`src/rtl/cart_mem_arbiter.sv`:
```
// cart_mem_arbiter: shares the cartridge SDRAM port between CHR fetch, PRG access and the loader.
// Ports:
//   clk_i, reset_n_i                    clock, synchronous active-low reset
//   chr_req_i/chr_addr_i                CHR read request pulse and address
//   chr_rdata_o/chr_done_o              CHR read data and completion pulse
//   prg_req_i/prg_addr_i/prg_we_i/prg_wdata_i  PRG request pulse, address, direction, write data
//   prg_rdata_o/prg_done_o              PRG read data and completion pulse
//   ld_req_i/ld_addr_i/ld_wdata_i       loader write request pulse, address, data
//   ld_done_o                           loader completion pulse
//   mem_req_o/mem_addr_o/mem_we_o/mem_wdata_o  memory request, held until mem_ack_i
//   mem_ack_i/mem_rdata_i               memory acknowledge with same-cycle read data
//   ovf_o                               sticky: request pulse hit a still-pending slot
module cart_mem_arbiter #(
    parameter int STARVE_MAX = 4,
    parameter int AW = 22
) (
    input  logic          clk_i,
    input  logic          reset_n_i,
    input  logic          chr_req_i,
    input  logic [AW-1:0] chr_addr_i,
    output logic [7:0]    chr_rdata_o,
    output logic          chr_done_o,
    input  logic          prg_req_i,
    input  logic [AW-1:0] prg_addr_i,
    input  logic          prg_we_i,
    input  logic [7:0]    prg_wdata_i,
    output logic [7:0]    prg_rdata_o,
    output logic          prg_done_o,
    input  logic          ld_req_i,
    input  logic [AW-1:0] ld_addr_i,
    input  logic [7:0]    ld_wdata_i,
    output logic          ld_done_o,
    output logic          mem_req_o,
    output logic [AW-1:0] mem_addr_o,
    output logic          mem_we_o,
    output logic [7:0]    mem_wdata_o,
    input  logic          mem_ack_i,
    input  logic [7:0]    mem_rdata_i,
    output logic          ovf_o
);
    localparam int CW = $clog2(STARVE_MAX + 1);
    typedef enum logic {IDLE, BUSY} state_e;
    state_e        state_q;
    logic [2:0]    req, acc, cmp, pend_q, pend_d, we_q, in_we, we_e, done_q;
    logic [AW-1:0] in_addr [3];
    logic [AW-1:0] addr_q [3];
    logic [AW-1:0] addr_e [3];
    logic [7:0]    in_wdata [3];
    logic [7:0]    wdata_q [3];
    logic [7:0]    wdata_e [3];
    logic [1:0]    gnt_q, win;
    logic [CW-1:0] cnt_q, cnt_d;
    logic          ack, grant, force_ld, ovf_q, mem_req_q, mem_we_q;
    logic [AW-1:0] mem_addr_q;
    logic [7:0]    mem_wdata_q, chr_rdata_q, prg_rdata_q;

    // Slot index: 0 = CHR, 1 = PRG, 2 = loader
    assign req         = {ld_req_i, prg_req_i, chr_req_i};
    assign in_addr[0]  = chr_addr_i;
    assign in_addr[1]  = prg_addr_i;
    assign in_addr[2]  = ld_addr_i;
    assign in_wdata[0] = 8'h00;
    assign in_wdata[1] = prg_wdata_i;
    assign in_wdata[2] = ld_wdata_i;
    assign in_we       = {1'b1, prg_we_i, 1'b0};
    assign ack         = state_q == BUSY && mem_ack_i;

    always_comb begin
        for (int i = 0; i < 3; i++) begin
            cmp[i]     = ack && gnt_q == 2'(i);
            // A completing slot is free again, so a pulse on that same edge refills it
            acc[i]     = req[i] && (!pend_q[i] || cmp[i]);
            pend_d[i]  = acc[i] || (pend_q[i] && !cmp[i]);
            // Freshly captured requests are eligible on the capture edge
            addr_e[i]  = acc[i] ? in_addr[i] : addr_q[i];
            we_e[i]    = acc[i] ? in_we[i] : we_q[i];
            wdata_e[i] = acc[i] ? in_wdata[i] : wdata_q[i];
        end
        force_ld = pend_d[2] && cnt_q >= CW'(STARVE_MAX);
        win      = force_ld ? 2'd2 : pend_d[0] ? 2'd0 : pend_d[1] ? 2'd1 : 2'd2;
        grant    = state_q == IDLE && |pend_d;
        cnt_d    = (!pend_d[2] || (grant && win == 2'd2)) ? '0 : grant ? cnt_q + CW'(1) : cnt_q;
    end

    always_ff @(posedge clk_i) begin
        if (!reset_n_i) begin
            state_q     <= IDLE;
            pend_q      <= '0;
            we_q        <= '0;
            gnt_q       <= '0;
            cnt_q       <= '0;
            done_q      <= '0;
            ovf_q       <= 1'b0;
            mem_req_q   <= 1'b0;
            mem_addr_q  <= '0;
            mem_we_q    <= 1'b0;
            mem_wdata_q <= '0;
            chr_rdata_q <= '0;
            prg_rdata_q <= '0;
            for (int i = 0; i < 3; i++) begin
                addr_q[i]  <= '0;
                wdata_q[i] <= '0;
            end
        end else begin
            pend_q <= pend_d;
            cnt_q  <= cnt_d;
            ovf_q  <= ovf_q || |(req & pend_q & ~cmp);
            done_q <= ack ? 3'b001 << gnt_q : 3'b000;
            for (int i = 0; i < 3; i++) begin
                if (acc[i]) begin
                    addr_q[i]  <= in_addr[i];
                    we_q[i]    <= in_we[i];
                    wdata_q[i] <= in_wdata[i];
                end
            end
            if (grant) begin
                state_q     <= BUSY;
                gnt_q       <= win;
                mem_req_q   <= 1'b1;
                mem_addr_q  <= addr_e[win];
                mem_we_q    <= we_e[win];
                mem_wdata_q <= wdata_e[win];
            end
            if (ack) begin
                state_q   <= IDLE;
                mem_req_q <= 1'b0;
                if (gnt_q == 2'd0) chr_rdata_q <= mem_rdata_i;
                if (gnt_q == 2'd1 && !mem_we_q) prg_rdata_q <= mem_rdata_i;
            end
        end
    end

    assign chr_done_o  = done_q[0];
    assign prg_done_o  = done_q[1];
    assign ld_done_o   = done_q[2];
    assign chr_rdata_o = chr_rdata_q;
    assign prg_rdata_o = prg_rdata_q;
    assign mem_req_o   = mem_req_q;
    assign mem_addr_o  = mem_addr_q;
    assign mem_we_o    = mem_we_q;
    assign mem_wdata_o = mem_wdata_q;
    assign ovf_o       = ovf_q;
endmodule
```
`config.mk`:
```
export PLATFORM = sky130hd
export DESIGN_NAME = cart_mem_arbiter
export DESIGN_NICKNAME = d
export VERILOG_FILES = /design/src/rtl/cart_mem_arbiter.sv
export SDC_FILE = /design/constraint.sdc
export NUM_CORES = 1
export LEC_CHECK = 0
export CAP_MARGIN = 5
export CELL_PAD_IN_SITES_DETAIL_PLACEMENT = 2
export CELL_PAD_IN_SITES_GLOBAL_PLACEMENT = 2
export CORE_MARGIN = 5
export CORE_UTILIZATION = 30
export CTS_BUF_LIST = sky130_fd_sc_hd__clkbuf_8
export CTS_CLUSTER_DIAMETER = 120
export DETAILED_ROUTE_END_ITERATION = 12
export HOLD_SLACK_MARGIN = 0.12
export PLACE_DENSITY = 0.75
export SYNTH_ARGS = -nofsm -noshare
export SYNTH_HDL_FRONTEND = slang
export SYNTH_SLANG_ARGS = --single-unit
export TNS_END_PERCENT = 1
```
`constraint.sdc`:
```
create_clock -name clk_i -period 2.95 [get_ports clk_i]
set_clock_uncertainty 0.2 [all_clocks]
set_input_delay 0.885 -clock clk_i [delete_from_list [all_inputs] [get_ports clk_i]]
set_output_delay 0.885 -clock clk_i [all_outputs]
set_load 0.02 [all_outputs]
```
==> impl_metrics.py <==
metrics = {
    "worst_setup_path": {
        "startpoint": "mem_ack_i",
        "cp_max_fo": 22,
        "critPathLaunchType": "primary input",
        "r2r_slack_ps": 600,
        "worstSetupEndpoint": "mem_addr_o[9]$_SDFFE_PN0P_",
        "rr_endpoint": "mem_addr_o[9]$_SDFFE_PN0P_",
        "cp.arrival_ps": 3040,
        "cp-end-kind": "flop",
        "reg2reg_depth": 5,
        "critical_path_class": "primary input to flop",
        "worst_r2r_startpoint": "mem_req_o$_SDFFE_PP0P_",
        "crit_required_ps": 3110,
    },
    "synth": {
        "synth-compound-area-share_pct": 10.8,
        "synthesis.nets": 657,
        "syn_area_um2": 6780,
        "muxShareOfSynthArea_pct": 15.8,
        "synth-xor-area-share_pct": 0,
        "yosysTopAreaCell": "edfxtp_1",
        "synthSimpleGateAreaFrac_pct": 14.8,
        "synth.avg_cell_area_um2": 12.1,
        "ys_seq_area_share_pct": 54.9,
        "synth_edf_count": 82,
        "syn_inst": 559,
        "synth_top_area_share_pct": 36.3,
        "synth_seq_cells": 145,
        "synthArstFlopShare_pct": 0,
        "yosysWarnings": 0,
        "ys_top_cells_by_area": "edfxtp_1, dfxtp_1, mux2i_1",
        "synth.distinct_cells": 43,
        "synth_top_family_by_area": "multiplexers",
        "synthAdderAreaFrac_pct": 0.185,
        "synthFlopType": "edfxtp_1",
    },
    "detailed_routing": {
        "avgViaCountPerCell": 4.89,
        "first_pass_iters": 4,
        "drt-initial-drc-count": 197,
        "drc": 0,
        "via_count": 5022,
        "wirelength_um": 22200,
        "wl_per_cell_um": 21.6,
        "final_antenna_net_count": 0,
    },
    "floorplan": {
        "rows": 55,
        "io-pin-count": 149,
        "die_area_um2": 25700,
        "die_w_um": 160,
        "floorplan.initialDensity_pct": 30.2,
        "die_h_um": 160,
        "core_um2": 22400,
    },
    "cts": {
        "post_cts_buffers": 0,
        "path_clk_slew_ps": 80,
        "cts_hold_buf": 0,
        "clock_path_buffers": 2,
        "root_buffer": "clkbuf_8",
        "clk_latency_ps": 440,
        "htree_levels": 4,
        "cts_buffers": 17,
        "cts_tree": "built",
        "clock_sinks": 145,
        "cts_resized": 1,
    },
    "timing": {
        "finalHoldViolations": 0,
        "min_period_ps": 2880,
        "fin_crit_sh_pct": 97.6,
        "slew_headroom_pct": 65.1,
        "rsz0062_at_grt": "false",
        "setup_viol_count_final": 0,
        "worst_slack_ps": 70.3,
        "clock.fmax_ghz": 0.347,
        "worst_pin_slew_ps": 521,
        "drv_slew": 0,
    },
    "global_route": {
        "grt-ovfl-total": 0,
        "grt_pass1_wl_um": 34800,
        "grt_pass1_vias": 5916,
        "grt_max_degree": 40,
        "antenna_found_initial": 0,
        "grt_util_all_layers_pct": 17.4,
    },
    "layout": {
        "n_antenna_cell": 0,
        "drive_gt1_share_pct": 15.8,
        "syn2layout_area_growth_pct": 38.2,
        "final_core_utilization_pct": 41.8,
        "nets": 827,
    },
    "run_status": {
        "status": "finished, final reports clean",
    },
    "placement": {
        "dpl.hpwl_um": 16300,
        "post-place-ws_ps": -378,
        "port-buffer-count": 148,
        "gp_congestion": 0.740,
    },
    "min_path": {
        "min-delay-path-class": "flop to flop",
    },
    "pwr": {
        "p_per_area_nw_per_um2": 544,
        "p_leak_nw": 3.49,
        "p_total_mw": 5.10,
        "peakVddDrop_uv": 257,
    },
    "job": {
        "drv_cap": 0,
    },
}
-- report_power, final --
part | internal [mW] | switching [mW]
Sequential | 2.31 | 0.0808
Combinational | 0.488 | 0.480
Clock | 0.971 | 0.767
-- flip-flops by register name, indices dropped and copies added, names as in the netlist --
| name | cells |
|---|---|
| addr_q | 66 |
| mem_addr_o | 22 |
| wdata_q | 16 |
| chr_rdata_o | 8 |
| mem_wdata_o | 8 |
| prg_rdata_o | 8 |
| cnt_q | 3 |
| done_q | 3 |
| pend_q | 3 |
| we_q | 3 |
| gnt_q | 2 |
| mem_req_o | 1 |
| mem_we_o | 1 |
| ovf_o | 1 |
-- per-stage QoR --
step	hold WS, ps	std cells	setup TNS [ps]	cell area, µm²
global route	287	1027	0	9370
CTS	272	1027	0	9370
floorplan	227	559	-2370	6780
global placement	235	995	-33700	8930
detailed placement	256	995	-49950	8930
finish	266	1027	0	9370
-- final cells by class --
class / instances / area [µm²]
Tap cell: 285 / 357
Clock inverter: 9 / 126
Timing Repair Buffer: 194 / 1980
Sequential cell: 145 / 3720
Clock buffer: 23 / 317
Fill cell: 2335 / 13100
Inverter: 4 / 15.0
Multi-Input combinational cell: 367 / 2860
-- synth_stat cells (2+ instances only) --
master     count
a21boi_0       2
a21oi_1       31
a21oi_2        2
a2bb2oi_1      9
a31oi_1        4
and2_1        83
buf_2         11
buf_4          3
buf_6          5
clkbuf_1      24
dfxtp_1       63
edfxtp_1      82
inv_1          4
mux2_1        19
mux2_2         3
mux2i_1       82
nand2_1       29
nand2b_1       4
nand3_1       26
nand4b_2       2
nor2_1        12
nor3_1         2
o21ai_0        9
o221ai_1       3
o221ai_2      19
or3_1          9
-- worst max-delay path, stage by stage --
cell and delay, ps:
clkdlybuf4s50_1 620, nand4b_2 170, a31oi_1 300, a21bo_1 260, or3_4 530, o221ai_2 260
-- how the worst min path moves through the flow --
stage	start	end	slack [ps]	cells after the start
after global routing	chr_rdata_o[6]$_SDFFE_PN0P_	chr_rdata_o[6]$_SDFFE_PN0P_	290	2
final	we_q[2]$_SDFF_PN0_	we_q[2]$_SDFF_PN0_	270	2
after detailed placement	we_q[2]$_SDFF_PN0_	we_q[2]$_SDFF_PN0_	260	2
after CTS	chr_rdata_o[6]$_SDFFE_PN0P_	chr_rdata_o[6]$_SDFFE_PN0P_	270	2
after floorplan	we_q[2]$_SDFF_PN0_	we_q[2]$_SDFF_PN0_	230	2
after global placement	we_q[2]$_SDFF_PN0_	we_q[2]$_SDFF_PN0_	240	2
-- placed cells by master (no fill, tap or decap), types with 2 or more instances in the layout --
master / synthesis / final
clkdlybuf4s50_1: 0 / 148
and2_1: 83 / 83
mux2i_1: 82 / 82
edfxtp_1: 82 / 82
dfxtp_1: 63 / 62
buf_4: 3 / 34
a21oi_1: 31 / 31
nand2_1: 29 / 29
nand3_1: 26 / 26
clkbuf_8: 0 / 23
mux2_1: 19 / 19
o221ai_2: 19 / 19
buf_12: 0 / 12
nor2_1: 12 / 11
a2bb2oi_1: 9 / 9
or3_1: 9 / 9
o21ai_0: 9 / 9
inv_1: 4 / 5
a31oi_1: 4 / 4
mux2_2: 3 / 3
o221ai_1: 3 / 3
clkinv_2: 0 / 3
bufinv_16: 0 / 3
nand4b_2: 2 / 2
a21boi_4: 0 / 2
nand2b_2: 0 / 2
a21oi_4: 1 / 2
nor3_1: 2 / 2
nand2b_1: 4 / 2
-- kinds of logic (layout without fill, tap and decap cells) --
group	count (synthesis)	in the layout
simple gates	175	175
flops	145	145
mux	104	104
compound gates	87	87
buf+inv	47	230
fa+ha+maj	1	1
-- metal layers --
layer / global-route usage [%] / part of all wire (%) / vias up
met4: 4.69 / 1.2 / 0
met5: 0 / 0 / -
met1: 20.6 / 43 / 2533
li1: - / - / 2386
met3: 3.41 / 3.2 / 17
met2: 32.1 / 53 / 86
Power figures use the tool's default switching activity.
